File: src/rtl/debug_unit_top.sv
// Debug unit stand-alone top: a host-side UART TX feeds the debug unit's
// UART RX; the debug unit decodes commands, owns a small debug memory and
// a step counter, and answers through its own UART TX on o_tx.

// Serialises one byte as 8N1, starting on the first baud tick after start.
module du_uart_tx #(
    parameter int BYTE = 8
) (
    input  logic            clk,
    input  logic            rst_n,
    input  logic            tick,
    input  logic            start,
    input  logic [BYTE-1:0] din,
    output logic            tx,
    output logic            done
);
    localparam int BW = $clog2(BYTE);
    typedef enum logic [2:0] {TX_IDLE, TX_LOAD, TX_START, TX_DATA, TX_STOP} tx_state_t;

    tx_state_t       state_q, state_d;
    logic [3:0]      cnt_q, cnt_d;
    logic [BW-1:0]   bit_q, bit_d;
    logic [BYTE-1:0] shift_q, shift_d;
    logic            tx_q, tx_d;
    logic            done_q, done_d;

    // Next-state logic: each bit lasts 16 ticks, line level is registered.
    always_comb begin
        state_d = state_q;
        cnt_d   = cnt_q;
        bit_d   = bit_q;
        shift_d = shift_q;
        tx_d    = tx_q;
        done_d  = 1'b0;
        case (state_q)
            TX_IDLE: begin
                tx_d = 1'b1;
                if (start) begin
                    shift_d = din;
                    state_d = TX_LOAD;
                end
            end
            TX_LOAD: if (tick) begin
                tx_d    = 1'b0;
                cnt_d   = 4'd0;
                state_d = TX_START;
            end
            TX_START: if (tick) begin
                if (cnt_q == 4'd15) begin
                    cnt_d   = 4'd0;
                    bit_d   = '0;
                    tx_d    = shift_q[0];
                    state_d = TX_DATA;
                end else begin
                    cnt_d = cnt_q + 4'd1;
                end
            end
            TX_DATA: if (tick) begin
                if (cnt_q == 4'd15) begin
                    cnt_d = 4'd0;
                    if (bit_q == BW'(BYTE-1)) begin
                        tx_d    = 1'b1;
                        state_d = TX_STOP;
                    end else begin
                        bit_d   = bit_q + 1'b1;
                        shift_d = shift_q >> 1;
                        tx_d    = shift_q[1];
                    end
                end else begin
                    cnt_d = cnt_q + 4'd1;
                end
            end
            TX_STOP: if (tick) begin
                if (cnt_q == 4'd15) begin
                    done_d  = 1'b1;
                    state_d = TX_IDLE;
                end else begin
                    cnt_d = cnt_q + 4'd1;
                end
            end
            default: state_d = TX_IDLE;
        endcase
    end

    // State registers with synchronous active-low reset (line idles high).
    always_ff @(posedge clk) begin
        if (!rst_n) begin
            state_q <= TX_IDLE;
            cnt_q   <= 4'd0;
            bit_q   <= '0;
            shift_q <= '0;
            tx_q    <= 1'b1;
            done_q  <= 1'b0;
        end else begin
            state_q <= state_d;
            cnt_q   <= cnt_d;
            bit_q   <= bit_d;
            shift_q <= shift_d;
            tx_q    <= tx_d;
            done_q  <= done_d;
        end
    end

    assign tx   = tx_q;
    assign done = done_q;
endmodule

// Receives one 8N1 byte: start re-checked at tick 8, data sampled mid-bit.
module du_uart_rx #(
    parameter int BYTE = 8
) (
    input  logic            clk,
    input  logic            rst_n,
    input  logic            tick,
    input  logic            rx,
    output logic [BYTE-1:0] dout,
    output logic            done
);
    localparam int BW = $clog2(BYTE);
    typedef enum logic [1:0] {RX_IDLE, RX_START, RX_DATA, RX_STOP} rx_state_t;

    rx_state_t       state_q, state_d;
    logic [3:0]      cnt_q, cnt_d;
    logic [BW-1:0]   bit_q, bit_d;
    logic [BYTE-1:0] shift_q, shift_d;
    logic            prev_q, prev_d;
    logic            done_q, done_d;

    // Next-state logic: falling edge arms reception, bad stop drops the byte.
    always_comb begin
        state_d = state_q;
        cnt_d   = cnt_q;
        bit_d   = bit_q;
        shift_d = shift_q;
        prev_d  = rx;
        done_d  = 1'b0;
        case (state_q)
            RX_IDLE: if (prev_q && !rx) begin
                cnt_d   = 4'd0;
                state_d = RX_START;
            end
            RX_START: if (tick) begin
                if (cnt_q == 4'd7) begin
                    cnt_d   = 4'd0;
                    bit_d   = '0;
                    state_d = rx ? RX_IDLE : RX_DATA;
                end else begin
                    cnt_d = cnt_q + 4'd1;
                end
            end
            RX_DATA: if (tick) begin
                if (cnt_q == 4'd15) begin
                    cnt_d   = 4'd0;
                    shift_d = {rx, shift_q[BYTE-1:1]};
                    if (bit_q == BW'(BYTE-1)) state_d = RX_STOP;
                    else bit_d = bit_q + 1'b1;
                end else begin
                    cnt_d = cnt_q + 4'd1;
                end
            end
            RX_STOP: if (tick) begin
                if (cnt_q == 4'd15) begin
                    done_d  = rx;
                    state_d = RX_IDLE;
                end else begin
                    cnt_d = cnt_q + 4'd1;
                end
            end
            default: state_d = RX_IDLE;
        endcase
    end

    // State registers with synchronous active-low reset.
    always_ff @(posedge clk) begin
        if (!rst_n) begin
            state_q <= RX_IDLE;
            cnt_q   <= 4'd0;
            bit_q   <= '0;
            shift_q <= '0;
            prev_q  <= 1'b1;
            done_q  <= 1'b0;
        end else begin
            state_q <= state_d;
            cnt_q   <= cnt_d;
            bit_q   <= bit_d;
            shift_q <= shift_d;
            prev_q  <= prev_d;
            done_q  <= done_d;
        end
    end

    assign dout = shift_q;
    assign done = done_q;
endmodule

module debug_unit_top #(
    parameter int BYTE     = 8,
    parameter int ADDR     = 7,
    parameter int CLK_FREQ = 50000000,
    parameter int BAUD     = 9600
) (
    input  logic            i_clock,
    input  logic            i_reset,
    input  logic [BYTE-1:0] command,
    input  logic            send,
    output logic            o_tx,
    output logic            o_busy,
    output logic [BYTE-1:0] o_step_count
);
    localparam int DIV   = CLK_FREQ / (BAUD * 16);
    localparam int CW    = (DIV > 1) ? $clog2(DIV) : 1;
    localparam int DEPTH = 1 << ADDR;
    localparam logic [BYTE-1:0] CMD_DUMP   = BYTE'(8'h04);
    localparam logic [BYTE-1:0] CMD_WRITE  = BYTE'(8'h05);
    localparam logic [BYTE-1:0] CMD_STEP   = BYTE'(8'h06);
    localparam logic [BYTE-1:0] CMD_STATUS = BYTE'(8'h07);
    localparam logic [BYTE-1:0] ACK        = BYTE'(8'hAA);

    typedef enum logic [2:0] {S_IDLE, S_DECODE, S_DUMP, S_WR_ADDR, S_WR_DATA, S_REPLY, S_WAIT_TX} du_state_t;

    logic [CW-1:0]   baud_cnt_q, baud_cnt_d;
    logic            tick;
    logic            line;
    logic            host_tx_done_unused;
    logic [BYTE-1:0] rx_data;
    logic            rx_done;
    logic            tx_done;

    du_state_t       state_q, state_d;
    logic [BYTE-1:0] cmd_q, cmd_d;
    logic [ADDR-1:0] addr_q, addr_d;
    logic [ADDR-1:0] idx_q, idx_d;
    logic [ADDR-1:0] idx_inc;
    logic [BYTE-1:0] step_q, step_d;
    logic [BYTE-1:0] reply_q, reply_d;
    logic            tx_start_q, tx_start_d;
    logic [BYTE-1:0] tx_data_q, tx_data_d;
    logic            mem_we;
    logic [BYTE-1:0] mem_q [DEPTH];

    // Shared 16x oversampling tick for both UART ends.
    always_comb begin
        baud_cnt_d = (tick) ? '0 : baud_cnt_q + CW'(1);
    end
    assign tick = (baud_cnt_q == CW'(DIV - 1));

    // Baud counter register.
    always_ff @(posedge i_clock) begin
        if (!i_reset) baud_cnt_q <= '0;
        else          baud_cnt_q <= baud_cnt_d;
    end

    du_uart_tx #(.BYTE(BYTE)) u_host_tx (
        .clk(i_clock), .rst_n(i_reset), .tick(tick), .start(send), .din(command),
        .tx(line), .done(host_tx_done_unused)
    );

    du_uart_rx #(.BYTE(BYTE)) u_du_rx (
        .clk(i_clock), .rst_n(i_reset), .tick(tick), .rx(line),
        .dout(rx_data), .done(rx_done)
    );

    du_uart_tx #(.BYTE(BYTE)) u_du_tx (
        .clk(i_clock), .rst_n(i_reset), .tick(tick), .start(tx_start_q), .din(tx_data_q),
        .tx(o_tx), .done(tx_done)
    );

    assign idx_inc = idx_q + 1'b1;
    assign mem_we  = (state_q == S_WR_DATA) && rx_done;

    // Command FSM: received bytes outside IDLE/WR_ADDR/WR_DATA are dropped.
    always_comb begin
        state_d    = state_q;
        cmd_d      = cmd_q;
        addr_d     = addr_q;
        idx_d      = idx_q;
        step_d     = step_q;
        reply_d    = reply_q;
        tx_start_d = 1'b0;
        tx_data_d  = tx_data_q;
        case (state_q)
            S_IDLE: if (rx_done) begin
                cmd_d   = rx_data;
                state_d = S_DECODE;
            end
            S_DECODE: begin
                state_d = S_IDLE;
                if (cmd_q == CMD_DUMP) begin
                    idx_d      = '0;
                    tx_start_d = 1'b1;
                    tx_data_d  = mem_q[0];
                    state_d    = S_DUMP;
                end else if (cmd_q == CMD_WRITE) begin
                    state_d = S_WR_ADDR;
                end else if (cmd_q == CMD_STEP) begin
                    step_d  = step_q + 1'b1;
                    reply_d = step_q + 1'b1;
                    state_d = S_REPLY;
                end else if (cmd_q == CMD_STATUS) begin
                    reply_d = step_q;
                    state_d = S_REPLY;
                end
            end
            S_DUMP: if (tx_done) begin
                if (idx_q == {ADDR{1'b1}}) begin
                    state_d = S_IDLE;
                end else begin
                    idx_d      = idx_inc;
                    tx_start_d = 1'b1;
                    tx_data_d  = mem_q[idx_inc];
                end
            end
            S_WR_ADDR: if (rx_done) begin
                addr_d  = rx_data[ADDR-1:0];
                state_d = S_WR_DATA;
            end
            S_WR_DATA: if (rx_done) begin
                reply_d = ACK;
                state_d = S_REPLY;
            end
            S_REPLY: begin
                tx_start_d = 1'b1;
                tx_data_d  = reply_q;
                state_d    = S_WAIT_TX;
            end
            S_WAIT_TX: if (tx_done) state_d = S_IDLE;
            default: state_d = S_IDLE;
        endcase
    end

    // Command FSM registers.
    always_ff @(posedge i_clock) begin
        if (!i_reset) begin
            state_q    <= S_IDLE;
            cmd_q      <= '0;
            addr_q     <= '0;
            idx_q      <= '0;
            step_q     <= '0;
            reply_q    <= '0;
            tx_start_q <= 1'b0;
            tx_data_q  <= '0;
        end else begin
            state_q    <= state_d;
            cmd_q      <= cmd_d;
            addr_q     <= addr_d;
            idx_q      <= idx_d;
            step_q     <= step_d;
            reply_q    <= reply_d;
            tx_start_q <= tx_start_d;
            tx_data_q  <= tx_data_d;
        end
    end

    // Debug memory: each entry reloads its own address on reset.
    for (genvar gi = 0; gi < DEPTH; gi++) begin : g_mem
        always_ff @(posedge i_clock) begin
            if (!i_reset)                              mem_q[gi] <= BYTE'(gi);
            else if (mem_we && addr_q == ADDR'(gi))   mem_q[gi] <= rx_data;
        end
    end

    assign o_busy       = (state_q != S_IDLE);
    assign o_step_count = step_q;
endmodule

File: config.mk
export PLATFORM = sky130hd
export DESIGN_NAME = debug_unit_top
export DESIGN_NICKNAME = d
export VERILOG_FILES = /design/src/rtl/debug_unit_top.sv
export SDC_FILE = /design/constraint.sdc
export NUM_CORES = 2
export LEC_CHECK = 0
export ABC_AREA = 1
export CAP_MARGIN = 10
export CORE_MARGIN = 4
export CORE_UTILIZATION = 25
export DETAILED_ROUTE_END_ITERATION = 8
export SETUP_SLACK_MARGIN = 0.2
export SYNTH_ARGS = -nofsm -noshare
export SYNTH_HDL_FRONTEND = slang
export SYNTH_SLANG_ARGS = --single-unit
export TNS_END_PERCENT = 5
File: constraint.sdc
create_clock -name i_clock -period 3 [get_ports i_clock]
set_clock_uncertainty 0.15 [all_clocks]
set_input_delay 0.45 -clock i_clock [delete_from_list [all_inputs] [get_ports i_clock]]
set_output_delay 0.45 -clock i_clock [all_outputs]
set_load 0.05 [all_outputs]
**After elaboration in Yosys (flattened, before gate mapping)**

Memory sizes are Yosys's and may differ from the RTL's.
Index checks and enable logic that the tools add are counted.

- Bits in registers: 117
- RAM bits: 1,024
- Input port bits: 11
- Output and inout port bits: 10
- Logic and storage cells: 1,172
- Memories kept: 1

- Add/sub/neg operators: 9
- Equality and inequality tests: 202
- Multiplexer cells: 628
- Bitwise gates (word level): 131
- Reduce and logical (&&, ||, !) cells: 175

Memories:

| memory | depth | bits a word | rd ports | clocked after Yosys merged registers in | write ports | line | RTL |
|---|---|---|---|---|---|---|---|
| mem_q | 128 | 8 | 2 | 0 | 128 | 239 | `logic [BYTE-1:0] mem_q [DEPTH];` |

Operators with widths:

| kind | number |
|---|---|
| $mux 8 | 144 |
| $eq 7x7->1 const B | 65 |
| $mux 1 | 400 |
| $eq 7x6->1 const B | 32 |
| $logic_and 1x1->1 | 130 |
| $or 1x1->1 | 128 |
| $mux 3 | 38 |
| $eq 7x5->1 const B | 16 |
| $mux 4 | 16 |
| $eq 7x4->1 const B | 8 |
| $ne 2x2->1 const B | 24 |
| $pmux 8 s2 | 3 |
| $ne 2x1->1 const B | 20 |
| $reduce_and 6->1 | 6 |
| $eq 8x3->1 const B | 4 |
| $pmux 3 s5 | 2 |
| $reduce_and 5->1 | 6 |
| $eq 7x3->1 const B | 4 |
| $eq 3x3->1 const B | 8 |
| $pmux 4 s3 | 2 |
| $pmux 8 s3 | 1 |
| $mux 7 | 3 |
| $pmux 3 s7 | 1 |
| $eq 3x2->1 const B | 6 |
| other kinds (35) | 78 |

**Depth between registers and ports, before layout**

- Word-level depth: 7
- Mapped depth: 16

**Cells and area by module**

Synthesis repeated with hierarchy kept, for this count alone.

- Cell total of the unflattened synthesis: 6,321
- Area, all modules: 55,647.1 µm²

Modules (own cells, without submodules):

| module | times used | cells an instance | area each (µm²) | seq. area each (µm²) |
|---|---|---|---|---|
| debug_unit_top | 1 | 5,783 | 52,034.9 | 31,930.6 |
| du_uart_tx | 2 | 201 | 1,345.0 | 400.4 |
| du_uart_rx | 1 | 136 | 922.1 | 380.4 |

**Least setup slack after synthesis**

Ideal clock, no wire load.

- Path type: flip-flop to flip-flop
- From: reg state_q[0]
- To: mem mem_q[103][0], enable pin
- Data arrival time: 2.003 ns
- Required time: 2.466 ns
- Slack: 0.463 ns
- Stages on the path, launching flop included: 12
- Buffers on the path: 2
- Clock period less this slack: 2.537 ns
- Cell sequence: dfxtp_1 -> nor2_1 -> nand2_1 -> nor2_2 -> buf_4 -> nand2_2 -> nor2_2 -> inv_2 -> nor2_2 -> inv_2 -> buf_2 -> o21ai_0

RTL lines:

| element | line | RTL |
|---|---|---|
| start: declaration | 229 | `du_state_t state_q, state_d;` |
| start signal: assignment | 343 | `state_q <= state_d;` |
| end: declaration | 239 |  |

**Worst setup path in the final report**

- From: reg idx_q[0]
- To: reg tx_data_q[0]

- Word-level cells in the longest chain between the ends: 5
- Elaborated cells between the ends (all ways): 8
- Those cells by class: 1 x add/sub; 2 x eq/ne; 3 x mux; 1 x reduce/logical; 1 x memory

RTL lines:

| element | line | RTL |
|---|---|---|
| start: declaration | 232 | `logic [ADDR-1:0] idx_q, idx_d;` |
| start signal: assignment | 346 | `idx_q <= idx_d;` |
| $add 7x1->7 | 268 | `assign idx_inc = idx_q + 1'b1;` |
| $mem_v2 128x8 | n/a |  |
| $mux 8 | 305 | `if (idx_q == {ADDR{1'b1}}) begin` |
| $mux 8 | 304 | `S_DUMP: if (tx_done) begin` |
| $pmux 8 s3 | 281 | `case (state_q)` |
| end signal: assignment | 350 | `tx_data_q <= tx_data_d;` |
| end: declaration | 237 | `logic [BYTE-1:0] tx_data_q, tx_data_d;` |

Parallel ways exist; a longest one is shown, timed or not. The select of a mux whose other input is x is not followed.
A chain may end at the register's enable or synchronous reset.

==> impl_results.md <==
* Global-route wire length before repair at ~250000 µm
* Final antenna-violating net count at 0
* Buf/Inv on CP at 4
* Port bufs at 20
* Setup TNS at 0 ns
* Initial drt markers at 4658
* Vias post-DR at 43000
* CP peak stage delay at around 0.44 ns
* Async set-reset flop share out of synthesis at 0%
* Vias per cell at around 4.7
* Clk_lat worst skew at 0.75 ns
* Hold Crit Class: in -> reg
* GPL Wtd Cong at 0.882
* Pin count of the biggest net entering global routing at about 170
* Initial core utilization at between 20 and 30%
* TritonCTS clock tree: built
* Synth Instances at between 6000 and 7000
* Final setup viols at 0
* Ys flop type: edfxtp_1
* Pwr per Cell Area at 551 nW/µm²
* Critical path data required time at around 3.5 ns
* Fillers at ~23000
* Io pins at 21
* Tcrit/Tclk final at 91.8%
* Final wirelength at around 170000 µm
* Slowest-stage cell, CP: dfxtp_4
* Max Freq at ~360 MHz
* Max-slew headroom at roughly two fifths
* Critical path class: reg -> reg
* H-tree depth at 3
* Netlist cell types at 42
* Core Rows at roughly 170
* Grt ovf at 0
* RSZ-0062 raised after global routing: yes
* CTS sink cnt at around 1100
* Syn avg cell area at 8.93 µm²
* Root Buffer: clkbuf_16
* CP most frequent cell: nand3_1
* Leading area contributor after synthesis: edfxtp_1
* WL per Instance at 18.2 µm
* FF+latch count, synth at 1141
* Worst VDD drop at approximately 520 µV
* Worst Path Arrival at between 3 and 4 ns
* Critical-path cell list: buf_16 -> clkinv_8 -> buf_16 -> buf_4 -> o21ai_0 -> nand3_1 -> nand3_1 -> nand3_1 -> nand3_1 -> nand3_1 -> nand3_1 -> a21oi_1
* Clock Pin Slew Worst Setup and Hold Paths at around 0.060 ns
* Clock buffer depth at 3
* Initial antenna violation count at 3
* Die area at approximately 230000 µm²
* Drt drc at 0
* Fin crit period at ~2.8 ns
* Syn nets at just over 6000
* Yosys warns at 0
* Status: finished, final reports clean
* Worst Tran Pin Value at between 0.9 and 1 ns
* Leak pwr at about 22 nW
* Share of cells above drive strength 1 at 10.1%
* Design Power at ~0.035 W
* Final hold violations at 0
* Die span in y at 475 µm
* Nets at 6155
* Cell family with most CP delay: simple AND/OR/NAND/NOR gates
* DRT Pass-1 Iters at 6
* Sequential-to-total area share from yosys stat at about three fifths
* Top-count cell post-synth: nand2_1
* Core area at about 220000 µm²
* Synth top area cells: edfxtp_1 56%, nand2_1 13%, nor2_1 6.3%
* Area growth from synthesis to layout at 17.1%
* Number of CTS-inserted buffers at 120
* Overall global routing resource usage at between 10% and 20%
* Number of global-route vias before repair at around 42000
* Mapped Area at around 55000 µm²
* CP startpoint kind: flip-flop
* Critical path peak fanout at 31
* Final HPWL DP at slightly above 100000 µm
* Max-slew violations at 0
* Post-synth EDFFs at just over 1000
* Commonest cells in the netlist: 1846 x nand2_1, 1024 x edfxtp_1, 922 x nor2_1
* Area share of the largest cell type after synthesis at a little under three fifths
* Worst setup EP type: flip-flop
* Die W at about 480 µm
* Max Cap Viol at 0
[flip-flops by register name, indices dropped and copies added, names as in the netlist, 8 cells and up, named ones only]
name               count
mem_q               1024
baud_cnt_q             9
cmd_q                  8
o_step_count           8
reply_q                8
tx_data_q              8
u_du_rx.dout           8
u_du_tx.shift_q        8
u_host_tx.shift_q      8
[routing by layer]
metal,global-route usage [%],vias to the layer above,share of wire [%]
met5,0,-,0.011
met4,4.99,2,3.3
met3,2.83,263,8.8
met2,23.0,1777,46
met1,18.6,20800,41
li1,-,20200,-
[worst reg2reg max path, cell delays in order (launching register included)]
cell,delay (ns)
dfxtp_4,0.44
buf_16,0.22
clkinv_8,0.18
buf_16,0.23
buf_4,0.21
o21ai_0,0.20
nand3_1,0.12
nand3_1,0.18
nand3_1,0.18
nand3_1,0.18
nand3_1,0.18
nand3_1,0.12
a21oi_1,0.06
[cell type report]
type	instances	area, µm²	share of cell area (%)
Clock inverter	76	988	1.55
Antenna cell	2	5.00	0.00783
Inverter	450	1780	2.78
Multi-Input combinational cell	4100	18100	28.3
Sequential cell	1141	33100	51.8
Tap cell	2854	3570	5.59
Timing Repair Buffer	318	3190	4.98
Clock buffer	145	3200	5.00
[power breakdown]
part | total (W) | switching (W) | leakage (nW) | internal, W
combinational | 0.00165 | 0.00114 | 9.90 | 0.000512
sequential | 0.0177 | 0.000145 | 10.2 | 0.0176
clock | 0.0159 | 0.00648 | 2.03 | 0.00939
total | 0.0352 | 0.00777 | 22.1 | 0.0275
[cells in the final DEF (no fill, tap or decap), types with 31 or more instances in the layout]
cell type and n:
nand3_1 594, nor2_1 921, o21ai_0 342, inv_2 31
nor3_2 71, edfxtp_1 1024, o211ai_1 57, nand2_1 1846
buf_4 241, dfxtp_1 116, clkbuf_16 129, nor3_1 69
buf_12 37, a21oi_1 88, inv_1 402
[per-stage QoR]
step	cell area, µm²	hold WS [ns]	setup WS, ns	cells	utilization [%]
after floorplan	54600	0.267	0.463	6113	-
after global placement	59400	0.282	0.184	8849	27.3
after detailed placement	59400	0.290	0.181	8849	27.3
after CTS	63600	0.0727	0.185	9071	29.3
after global routing	63900	0.115	0.0912	9084	29.4
final	63900	0.128	0.247	9086	29.4
[path summary, 6_finish.rpt]
path,start,to,slack [ns],cells past startpoint
min reg2reg,u_host_tx.tx$_SDFFE_PN1P_,u_du_rx.done$_SDFF_PN0_,0.30,2
min,command[0],u_host_tx.shift_q[0]$_SDFFE_PN0P_,0.13,3
max reg2reg,idx_q[0]$_SDFFE_PN0P_,tx_data_q[0]$_SDFFE_PN0P_,0.25,12
max,idx_q[0]$_SDFFE_PN0P_,tx_data_q[0]$_SDFFE_PN0P_,0.25,12
[kinds of logic (layout without fill, tap and decap cells)]
logic type               count (synthesis)  count (layout)  share of synthesized area (%)
other                                    0               2                              0
flip-flops                            1141            1141                           60.6
AO/OA/AOI/OAI                          527             527                           5.31
AND/OR/NAND/NOR                       3547            3547                           27.1
XOR/XNOR                                13              13                          0.222
buffers and inverters                  872             989                           6.41
adder cells (fa/ha/maj)                 13              13                          0.298
[repair_timing]
action | 4_1_cts | 5_1_grt
buffers inserted | 0 | 6
hold buffers | 1 | 0
pin swaps | 0 | 2
endpoints found under the setup margin | 3 | 287
endpoints found under the hold margin | 14 | 0
cloned | 0 | 7
gates resized for setup | 1 | 34
Power figures use the tool's default switching activity.
